## src/rtl/tensor_ram_writer_pkg.sv

```systemverilog
// tensor_ram_writer_pkg: shared sizes, word/lane types and FSM states for the tensor RAM writer
package tensor_ram_writer_pkg;
    localparam int IMG_W      = 32;
    localparam int IMG_H      = 32;
    localparam int MAX_NUM_CH = 64;
    localparam int LANES      = 16;
    localparam int DEPTH      = IMG_W * IMG_H * (MAX_NUM_CH / LANES);
    localparam int ADDR_W     = $clog2(DEPTH);
    localparam int OW_W       = $clog2(IMG_W + 1);
    localparam int OH_W       = $clog2(IMG_H + 1);
    localparam int CH_W       = $clog2(MAX_NUM_CH);
    localparam int ROW_W      = $clog2(IMG_H);
    localparam int COL_W      = $clog2(IMG_W);
    localparam int LANE_W     = $clog2(LANES);
    localparam int GRP_W      = CH_W - LANE_W;
    localparam int PLANE_W    = OW_W + OH_W;

    typedef logic [7:0]          int8_t;
    typedef logic [8*LANES-1:0]  tensor_word_t;
    typedef logic [ADDR_W-1:0]   addr_t;
    typedef logic [LANE_W-1:0]   lane_t;

    typedef enum logic [1:0] {IDLE, ACTIVE, DRAIN} state_t;

    // Replace one int8 lane of a RAM word.
    function automatic tensor_word_t put_lane(tensor_word_t w, lane_t l, int8_t d);
        tensor_word_t r;
        r = w;
        r[8*l +: 8] = d;
        return r;
    endfunction
endpackage

```

## src/rtl/tensor_ram_writer_if.sv

```systemverilog
// tensor_ram_writer_if: result beat stream plus destination RAM read/write port
interface tensor_ram_writer_if;
    import tensor_ram_writer_pkg::*;
    logic                        in_valid;
    logic                        in_ready;
    int8_t                       in_data;
    logic [ROW_W-1:0]            in_row;
    logic [COL_W-1:0]            in_col;
    addr_t                       rd_addr;
    tensor_word_t                rd_data;
    logic                        wr_we;
    addr_t                       wr_addr;
    tensor_word_t                wr_din;

    modport master (
        output in_valid, in_data, in_row, in_col, rd_data,
        input  in_ready, rd_addr, wr_we, wr_addr, wr_din
    );
    modport slave (
        input  in_valid, in_data, in_row, in_col, rd_data,
        output in_ready, rd_addr, wr_we, wr_addr, wr_din
    );
endinterface

```

## src/rtl/tensor_ram_writer_addr_gen.sv

```systemverilog
// tensor_ram_writer_addr_gen: registers address, lane and data of an accepted beat into stage 1
module tensor_ram_writer_addr_gen
    import tensor_ram_writer_pkg::*;
(
    input  logic             clk,
    input  logic             reset,
    input  logic             load,
    input  logic [GRP_W-1:0] grp,
    input  lane_t            lane,
    input  logic [OW_W-1:0]  out_w,
    input  logic [OH_W-1:0]  out_h,
    input  logic [ROW_W-1:0] row,
    input  logic [COL_W-1:0] col,
    input  int8_t            data,
    output logic             s1_valid,
    output addr_t            s1_addr,
    output lane_t            s1_lane,
    output int8_t            s1_data
);
    addr_t addr;

    assign addr = ADDR_W'(grp) * ADDR_W'(out_w) * ADDR_W'(out_h)
                + ADDR_W'(row) * ADDR_W'(out_w) + ADDR_W'(col);

    // Stage 1 register: captured only for in-range beats.
    always_ff @(posedge clk or negedge reset) begin
        if (!reset) begin
            s1_valid <= 1'b0;
            s1_addr  <= '0;
            s1_lane  <= '0;
            s1_data  <= '0;
        end else begin
            s1_valid <= load;
            if (load) begin
                s1_addr <= addr;
                s1_lane <= lane;
                s1_data <= data;
            end
        end
    end
endmodule

```

## src/rtl/tensor_ram_writer.sv

```systemverilog
// tensor_ram_writer: packs int8 channel results into 16-lane RAM words via a forwarding RMW pipeline
module tensor_ram_writer
    import tensor_ram_writer_pkg::*;
(
    input  logic                clk,
    input  logic                reset,
    input  logic                start,
    input  logic [OW_W-1:0]     out_w,
    input  logic [OH_W-1:0]     out_h,
    input  logic [CH_W-1:0]     chnnl_idx,
    tensor_ram_writer_if.slave  bus,
    output logic                chan_done,
    output logic                err_oob
);
    state_t             state, state_nxt;
    logic [OW_W-1:0]    out_w_r;
    logic [OH_W-1:0]    out_h_r;
    logic [CH_W-1:0]    ch_r;
    logic [PLANE_W-1:0] cnt, cnt_nxt, plane;
    logic               accept, oob, good;
    logic               s1_valid, s2_valid, fwd_sel;
    addr_t              s1_addr, s2_addr;
    lane_t              s1_lane, s2_lane;
    int8_t              s1_data, s2_data;
    tensor_word_t       fwd_word, base, merged;

    assign bus.in_ready = state == ACTIVE;
    assign accept       = bus.in_valid && bus.in_ready;
    assign oob          = OH_W'(bus.in_row) >= out_h_r || OW_W'(bus.in_col) >= out_w_r;
    assign good         = accept && !oob;
    assign plane        = PLANE_W'(out_w_r) * PLANE_W'(out_h_r);
    assign cnt_nxt      = cnt + PLANE_W'(good);

    tensor_ram_writer_addr_gen u_addr_gen (
        .clk      (clk),
        .reset    (reset),
        .load     (good),
        .grp      (ch_r[CH_W-1:LANE_W]),
        .lane     (ch_r[LANE_W-1:0]),
        .out_w    (out_w_r),
        .out_h    (out_h_r),
        .row      (bus.in_row),
        .col      (bus.in_col),
        .data     (bus.in_data),
        .s1_valid (s1_valid),
        .s1_addr  (s1_addr),
        .s1_lane  (s1_lane),
        .s1_data  (s1_data)
    );

    // Lane 0 starts a fresh word so stale data from the previous layer is cleared.
    assign base   = s2_lane == '0 ? '0 : fwd_sel ? fwd_word : bus.rd_data;
    assign merged = put_lane(base, s2_lane, s2_data);

    assign bus.rd_addr = s1_addr;
    assign bus.wr_we   = s2_valid;
    assign bus.wr_addr = s2_addr;
    assign bus.wr_din  = s2_valid ? merged : '0;

    // FSM state register.
    always_ff @(posedge clk or negedge reset) begin
        if (!reset) state <= IDLE;
        else        state <= state_nxt;
    end

    // Next state; chan_done fires once both pipeline stages are empty.
    always_comb begin
        state_nxt = state;
        chan_done = 1'b0;
        case (state)
            IDLE:    if (start) state_nxt = ACTIVE;
            ACTIVE:  if (cnt_nxt == plane) state_nxt = DRAIN;
            DRAIN:   if (!s1_valid && !s2_valid) begin
                chan_done = 1'b1;
                state_nxt = IDLE;
            end
            default: state_nxt = IDLE;
        endcase
    end

    // Layer config latch, beat counter and sticky out-of-range flag.
    always_ff @(posedge clk or negedge reset) begin
        if (!reset) begin
            out_w_r <= '0;
            out_h_r <= '0;
            ch_r    <= '0;
            cnt     <= '0;
            err_oob <= 1'b0;
        end else if (state == IDLE && start) begin
            out_w_r <= out_w;
            out_h_r <= out_h;
            ch_r    <= chnnl_idx;
            cnt     <= '0;
            err_oob <= 1'b0;
        end else if (state == ACTIVE) begin
            cnt     <= cnt_nxt;
            err_oob <= err_oob || (accept && oob);
        end
    end

    // Stage 2 register; a same-address write in flight is forwarded because the RAM read misses it.
    always_ff @(posedge clk or negedge reset) begin
        if (!reset) begin
            s2_valid <= 1'b0;
            s2_addr  <= '0;
            s2_lane  <= '0;
            s2_data  <= '0;
            fwd_sel  <= 1'b0;
            fwd_word <= '0;
        end else begin
            s2_valid <= s1_valid;
            s2_addr  <= s1_addr;
            s2_lane  <= s1_lane;
            s2_data  <= s1_data;
            fwd_sel  <= s1_valid && s2_valid && s1_addr == s2_addr;
            fwd_word <= merged;
        end
    end
endmodule

```

## src/flat_wrapper.sv

```systemverilog
// flat-port wrapper written by rule: the top's interface ports become plain ports
module tensor_ram_writer_flat import tensor_ram_writer_pkg::*;
  (clk, reset, start, out_w, out_h, chnnl_idx, chan_done, err_oob, bus_in_valid, bus_in_data, bus_in_row, bus_in_col, bus_rd_data, bus_in_ready, bus_rd_addr, bus_wr_we, bus_wr_addr, bus_wr_din);
  tensor_ram_writer_if bus_i ();
  input  logic clk;
  input  logic reset;
  input  logic start;
  input  logic [OW_W-1:0] out_w;
  input  logic [OH_W-1:0] out_h;
  input  logic [CH_W-1:0] chnnl_idx;
  output logic chan_done;
  output logic err_oob;
  input wire logic [$bits(bus_i.in_valid)-1:0] bus_in_valid;
  input wire logic [$bits(bus_i.in_data)-1:0] bus_in_data;
  input wire logic [$bits(bus_i.in_row)-1:0] bus_in_row;
  input wire logic [$bits(bus_i.in_col)-1:0] bus_in_col;
  input wire logic [$bits(bus_i.rd_data)-1:0] bus_rd_data;
  output wire logic [$bits(bus_i.in_ready)-1:0] bus_in_ready;
  output wire logic [$bits(bus_i.rd_addr)-1:0] bus_rd_addr;
  output wire logic [$bits(bus_i.wr_we)-1:0] bus_wr_we;
  output wire logic [$bits(bus_i.wr_addr)-1:0] bus_wr_addr;
  output wire logic [$bits(bus_i.wr_din)-1:0] bus_wr_din;
  assign bus_i.in_valid = bus_in_valid;
  assign bus_i.in_data = bus_in_data;
  assign bus_i.in_row = bus_in_row;
  assign bus_i.in_col = bus_in_col;
  assign bus_i.rd_data = bus_rd_data;
  assign bus_in_ready = bus_i.in_ready;
  assign bus_rd_addr = bus_i.rd_addr;
  assign bus_wr_we = bus_i.wr_we;
  assign bus_wr_addr = bus_i.wr_addr;
  assign bus_wr_din = bus_i.wr_din;
  tensor_ram_writer u_core (.clk(clk), .reset(reset), .start(start), .out_w(out_w), .out_h(out_h), .chnnl_idx(chnnl_idx), .bus(bus_i), .chan_done(chan_done), .err_oob(err_oob));
endmodule
```

## config.mk

```make
export PLATFORM = sky130hd
export DESIGN_NAME = tensor_ram_writer_flat
export DESIGN_NICKNAME = d
export VERILOG_FILES = /design/src/rtl/tensor_ram_writer_pkg.sv /design/src/rtl/tensor_ram_writer_if.sv /design/src/rtl/tensor_ram_writer_addr_gen.sv /design/src/rtl/tensor_ram_writer.sv /design/src/flat_wrapper.sv
export SDC_FILE = /design/constraint.sdc
export NUM_CORES = 1
export LEC_CHECK = 0
export BUFFER_PORTS_ARGS = -buffer_cell sky130_fd_sc_hd__buf_4
export CAP_MARGIN = 40
export CORE_MARGIN = 2
export CORE_UTILIZATION = 50
export DETAILED_ROUTE_END_ITERATION = 6
export PLACE_DENSITY_LB_ADDON = 0.05
export SLEW_MARGIN = 30
export SYNTH_ARGS = -nofsm -noshare
export SYNTH_HDL_FRONTEND = slang
export SYNTH_SLANG_ARGS = --single-unit
export TNS_END_PERCENT = 30
```

## constraint.sdc

```tcl
create_clock -name clk -period 8.4 [get_ports clk]
set_clock_uncertainty 0.1 [all_clocks]
set_input_delay 0 -clock clk [delete_from_list [all_inputs] [get_ports clk]]
set_output_delay 0 -clock clk [all_outputs]
set_load 0.02 [all_outputs]
```

==> flow_metrics.env, run 1 <==
export IMPL_p_comb_share_pct=67.9
export IMPL_clock_fmax_mhz=154.1
export IMPL_synth_ff_type="dfrtp_1"
export IMPL_drc=0
export IMPL_dieWidth_um=176.9
export IMPL_tns_ns=0
export IMPL_drive_gt1_share_pct=25.66
export IMPL_top_layer="met4"
export IMPL_cts_sinks=212
export IMPL_intPower_uw=4941
export IMPL_vdd_drop_max_uv=607.4
export IMPL_hpwl_um=31590
export IMPL_avgRoutedWirePerCell_um=18.88
export IMPL_core_region_area_um2=29560
export IMPL_ios=324
export IMPL_final_common_cell="buf_4"
export IMPL_fin_crit_ns=6.490
export IMPL_leakage_uw=0.009431
export IMPL_grt_pass1_vias=13194
export IMPL_reg2reg_slack_ns=1.91
export IMPL_met2WireLength_um=22640
export IMPL_yosysWarnings=0
export IMPL_grt_max_degree=126
export IMPL_maxCapViolations=0
export IMPL_vias_per_cell=5.361
export IMPL_wl_met1_um=18070
export IMPL_numCtsBuffers=26
export IMPL_async_flop_share_pct=100.0
export IMPL_syn_nets=1880
export IMPL_p_per_area_nw_per_um2=463.0
export IMPL_crit_type="reg -> reg"
export IMPL_placed_area_um2=17650
export IMPL_cts_resized=0
export IMPL_switching_share_pct=47.09
export IMPL_timing_rr_start="u_core.out_w_r[0]"
export IMPL_whs_ns=0.03910
export IMPL_fin_nets=2309
export IMPL_crit_fanout=20
export IMPL_die_area_um2=31280
export IMPL_drt_total_wl_um=45400
export IMPL_hold_viol_final=0
export IMPL_postCtsHoldBufs=160
export IMPL_clock_latency_ns=0.53
export IMPL_finalInstanceArea_um2=20170
export IMPL_worstSetupStartpoint="u_core.out_w_r[0]"
export IMPL_h_tree_depth=1
export IMPL_ant_nets=0
export IMPL_slew_viol_final=0
export IMPL_finalSetupViolCount=0
export IMPL_synthToLayoutAreaGrowth_pct=35.01
export IMPL_antenna_found_initial=4
export IMPL_die_h_um=176.9
export IMPL_outcome="finished clean"
export IMPL_synth_edf_count=0
export IMPL_p_seq_share_pct=19.9
export IMPL_slew_headroom_pct=43.03
export IMPL_globalplace_congestion=0.8448
export IMPL_wl_met3_um=2609
export IMPL_cp_endpoint="u_core.u_addr_gen.s1_addr[11]"
export IMPL_synth_cells=1562
export IMPL_fin_crit_sh_pct=77.26
export IMPL_cp_start_kind="register"
export IMPL_worst_pin_slew_ns=0.8545
export IMPL_numPortBuffers=323
export IMPL_netSwitchingPower_uw=4399
export IMPL_cts_tree="yes"
export IMPL_rows=63
export IMPL_critical_path_required_ns=8.68
export IMPL_cts_root_buf="clkbuf_16"
export IMPL_grt_pass1_wl_um=70840
export IMPL_cp_end_kind="register"
export IMPL_routed_via_count=12894
export IMPL_timing_rr_end="u_core.u_addr_gen.s1_addr[11]"
export IMPL_clk_pin_slew_ns=0.06
export IMPL_synth_cell_types=46
export IMPL_netlist_area_um2=14940
export IMPL_cts_path_max_buffers=3
export IMPL_drt_iter0_markers=989
export IMPL_r2r_cells=23
export IMPL_grt_overflow_total=0
export IMPL_initial_utilization_pct=50.55
export IMPL_cts_setup_buffers=0
export IMPL_hp_class="in -> reg"
export IMPL_yosysSeqAreaShare_pct=35.50
export IMPL_rsz0062_at_grt="false"
export IMPL_ys_ff_latch=212
export IMPL_most_common_layout_cells="buf_4 (331), dfrtp_1 (210), and2_1 (187), dlygate4sd3_1 (159)"
export IMPL_cp_data_arrival_time_ns=6.77
export IMPL_avgSynthCellArea_um2=9.566
export IMPL_grt_use_total_pct=28.73
export IMPL_clockPowerShare_pct=12.2
export IMPL_drt_pass1_iter_count=5
==> critical path, cell delays in order, from the launching register on <==
cell,delay (ns)
dfrtp_1,0.68
and2_1,0.21
ha_1,0.17
inv_1,0.06
fa_1,0.39
nor2b_1,0.12
o21ai_0,0.10
nor2b_1,0.16
xnor2_1,0.38
nand2_1,0.13
fa_1,0.50
inv_1,0.05
fa_1,0.52
fa_1,0.44
fa_1,0.54
inv_1,0.05
fa_1,0.53
inv_1,0.05
ha_1,0.32
o21a_1,0.19
o2bb2ai_1,0.24
o21ai_0,0.17
xnor2_1,0.14
o21ai_0,0.09
==> cell usage after synthesis, types with 3 or more instances <==
cell type	instances	area share, %
buf_2	3	0.10
dfrtp_1	212	36
fa_1	74	9.9
nand3_1	101	3.4
and2_1	187	7.8
o21ai_0	122	4.1
ha_1	76	6.4
clkbuf_1	74	1.9
and3_1	18	0.75
a21oi_1	14	0.47
mux2i_1	53	3.6
a31oi_1	4	0.17
nand4_1	7	0.29
mux2_2	121	9.1
nor2b_1	8	0.33
nand2b_1	12	0.50
xor2_1	12	0.70
xnor2_1	43	2.5
nor3_1	10	0.33
inv_1	128	3.2
buf_1	20	0.50
or4_1	3	0.15
o21a_1	3	0.15
nor2_1	63	1.6
a21o_1	9	0.45
nand2_1	128	3.2
o31ai_1	32	1.6
==> stage by stage <==
stage | total power [µW] | setup WS [ns] | util (%) | instances
3_5_place_dp | 8146 | 1.956 | 59.71 | 2191
5_1_grt | 10430 | 1.527 | 68.25 | 2405
3_3_place_gp | 7937 | 2.098 | 59.48 | 2187
6_report | 9340 | 1.910 | 68.25 | 2405
2_1_floorplan | 6550 | 2.568 | - | 1562
4_1_cts | 9402 | 1.922 | 68.16 | 2399
==> layer usage <==
metal	vias to the layer above	global-route usage, %
met2	428	49.35
li1	6064	-
met3	110	4.553
met5	-	0
met4	0	13.33
met1	6292	35.53
==> area by class of cell <==
type	count	area [µm²]
diodes	4	10.01
clock buffers	37	783.3
clock inverters	11	93.84
fillers	2378	9387
inverters	129	484.2
multi-input cells	1124	8805
flip-flops and latches	212	5310
well taps	390	488.0
repair buffers	498	4199
==> flip-flops by register name, indices dropped and copies added, names as in the netlist, 4 cells and up <==
register / cells
u_core.fwd_word: 128
u_core.bus.wr_addr: 12
u_core.cnt: 12
u_core.u_addr_gen.s1_addr: 12
u_core.s2_data: 8
u_core.u_addr_gen.s1_data: 8
u_core.ch_r: 6
u_core.out_h_r: 6
u_core.out_w_r: 6
u_core.s2_lane: 4
u_core.u_addr_gen.s1_lane: 4
==> power groups by stage <==
stage	logic [µW]	clock network [µW]	registers, µW
after floorplan	4860	0	1690
after global placement	6090	0	1850
after detailed placement	6270	0	1870
after CTS	6390	1160	1850
after global routing	7310	1210	1910
final	6340	1140	1860
==> cell families after synthesis <==
logic type	Yosys count	share of synthesized area [%]
AND/OR/NAND/NOR	552	19.20
buffers and inverters	226	5.703
flip-flops	212	35.50
AO/OA/AOI/OAI	193	7.419
multiplexers	174	12.67
adder cells (fa/ha/maj)	150	16.28
XOR/XNOR	55	3.224
==> worst min path at each step <==
stage,from,to,slack [ns],cells after the start
after global routing,bus_in_row[0],u_core.u_addr_gen.s1_addr[1],0.04,5
after floorplan,reset,u_core.bus.wr_addr[0],-0.40,0
after CTS,bus_in_row[0],u_core.u_addr_gen.s1_addr[1],0.02,5
after global placement,reset,u_core.fwd_word[10],-0.11,1
final,bus_in_row[0],u_core.u_addr_gen.s1_addr[1],0.04,5
after detailed placement,reset,u_core.fwd_word[10],-0.10,1
Note: power is estimated with default switching activity, not from simulation.
==> inputs of run 2 (changes only) <==
- clock period: 8.4 -> 6 ns (I/O delays scaled with it)
==> flow_metrics.env, run 2 (same netlist as run 1, synthesis figures left out) <==
export IMPL_initial_utilization_pct=50.55
export IMPL_cts_root_buf="clkbuf_16"
export IMPL_ios=324
export IMPL_finalSetupViolCount=0
export IMPL_fin_crit_sh_pct=94.89
export IMPL_slew_viol_final=0
export IMPL_maxCapViolations=0
export IMPL_clk_pin_slew_ns=0.06
export IMPL_globalplace_congestion=0.8654
export IMPL_avgRoutedWirePerCell_um=18.78
export IMPL_dieWidth_um=176.9
export IMPL_numCtsBuffers=26
export IMPL_most_common_layout_cells="buf_4 (349), dfrtp_1 (208), and2_1 (187), dlygate4sd3_1 (158)"
export IMPL_p_per_area_nw_per_um2=672.3
export IMPL_power_total_uw=13630
export IMPL_whs_ns=-0.01432
export IMPL_timing_rr_end="u_core.u_addr_gen.s1_addr[9]"
export IMPL_antenna_found_initial=2
export IMPL_crit_type="reg -> reg"
export IMPL_die_area_um2=31280
export IMPL_grt_use_total_pct=28.73
export IMPL_vias_per_cell=5.329
export IMPL_finalInstanceArea_um2=20270
export IMPL_drc=0
export IMPL_drive_gt1_share_pct=26.67
export IMPL_largest_reg_flops=128
export IMPL_dpl_worst_slack_ns=0.06420
export IMPL_slew_headroom_pct=47.73
export IMPL_h_tree_depth=1
export IMPL_clock_fmax_mhz=175.6
export IMPL_hold_viol_final=7
export IMPL_final_seq_area_um2=5313
export IMPL_grt_overflow_total=0
export IMPL_crit_fanout=7
export IMPL_fill_cells=2298
export IMPL_slowest_delay_ns=0.54
export IMPL_cp_end_kind="register"
export IMPL_clock_latency_ns=0.53
export IMPL_tns_ns=0
export IMPL_worst_pin_slew_ns=0.7840
export IMPL_cts_tree="yes"
export IMPL_violations="hold timing"
export IMPL_cp_data_arrival_time_ns=5.97
export IMPL_leakage_uw=0.009498
export IMPL_placed_area_um2=17740
export IMPL_cp_slowest_cell="fa_1"
export IMPL_multi_input_area_um2=8855
export IMPL_numPortBuffers=323
export IMPL_cp_start_kind="register"
export IMPL_drt_iter0_markers=777
export IMPL_grt_max_degree=118
export IMPL_fin_ws_ns=0.3066
export IMPL_synthToLayoutAreaGrowth_pct=35.69
export IMPL_fin_nets=2324
export IMPL_grt_pass1_wl_um=70920
export IMPL_grt_pass1_vias=13067
export IMPL_reg2reg_slack_ns=0.31
export IMPL_cts_sinks=212
export IMPL_fin_crit_ns=5.693
export IMPL_timing_rr_start="u_core.ch_r[4]"
export IMPL_outcome="finished, violations left"
export IMPL_hpwl_um=31830
export IMPL_final_common_cell="buf_4"
export IMPL_drt_pass1_iter_count=5
export IMPL_cts_path_max_buffers=3
export IMPL_top_register="u_core.fwd_word"
export IMPL_r2r_cells=22
export IMPL_vdd_drop_max_uv=855.2
export IMPL_rows=63
export IMPL_core_region_area_um2=29560
export IMPL_ant_nets=0
export IMPL_hp_class="in -> async"
export IMPL_drt_total_wl_um=45390
export IMPL_crit_chain="buf_4 -> and2_1 -> ha_1 -> nor2b_1 -> o21ai_1 -> nor2b_1 -> xnor2_1 -> nand2_1 -> fa_1 -> inv_1 -> fa_1 -> fa_1 -> fa_1 -> inv_1 -> fa_1 -> inv_1 -> ha_1 -> o21a_1 -> o2bb2ai_2 -> buf_4 -> xor2_1 -> o21ai_0"
export IMPL_routed_via_count=12879
export IMPL_die_h_um=176.9
export IMPL_critical_path_required_ns=6.28
export IMPL_cp_common_cell="fa_1"
-- run 2: cell types whose count changed in the layout (fill, tap and decap cells not counted), sizes merged, moves of 2 or more --
cell      previous run  this run
clkinv               6         9
buf                339       355
clkinvlp             3         1
diode                4         2
-- run 2: worst max path at each step --
stage | to | slack (ns) | startpoint
finish | u_core.u_addr_gen.s1_addr[9] | 0.31 | u_core.ch_r[4]
global route | u_core.u_addr_gen.s1_addr[10] | -0.02 | u_core.ch_r[5]
CTS | u_core.u_addr_gen.s1_addr[11] | 0.05 | u_core.ch_r[4]
detailed placement | u_core.u_addr_gen.s1_addr[11] | 0.06 | u_core.ch_r[4]
global placement | u_core.u_addr_gen.s1_addr[11] | 0.17 | u_core.ch_r[4]
floorplan | u_core.u_addr_gen.s1_addr[11] | 0.17 | u_core.ch_r[4]
-- run 2: power breakdown --
group	total (µW)	internal, µW	switching, µW
sequential	2520	2040	480
combinational	9570	4310	5260
clock	1540	912	626
total	13600	7260	6370
-- run 2: per-stage QoR --
step | std cells | utilization, %
floorplan | 1562 | -
global placement | 2201 | 59.88
detailed placement | 2204 | 60.00
CTS | 2409 | 68.18
global route | 2417 | 68.59
finish | 2417 | 68.59
-- run 2: layout make-up --
class	instances	area share, %
timing repair buffer	513	21.18
clock buffer	36	3.697
multi-input combinational	1124	43.67
tap	390	2.407
inverter	129	2.388
clock inverter	11	0.4258
antenna	2	0.02469
sequential	212	26.20
-- run 2: per-layer routing --
metal / global-route usage (%) / part of all wire [%] / routed length (µm) / vias to the layer above
met1: 36.53 / 41 / 18760 / 6313
met2: 50.75 / 50 / 22890 / 386
met3: 3.544 / 4.9 / 2220 / 82
met5: 0 / 0 / 0 / -
li1: - / - / - / 6098
met4: 9.573 / 3.3 / 1517 / 0
-- run 2: critical path, delay by kind of cell, from the launching register on --
family	cells	cell delay (ns)
compound gates	4	0.59
xor+xnor	2	0.27
fa+ha+maj	7	3.14
buf+inv	5	0.42
flops	1	0.44
simple gates	4	0.56
-- run 2: timing repair --
action / CTS / global route
hold buffers: 158 / 0
setup buffers: 0 / 4
setup endpoints to repair: 0 / 4
resized for setup: 0 / 15
endpoints found under the hold margin: 251 / 0
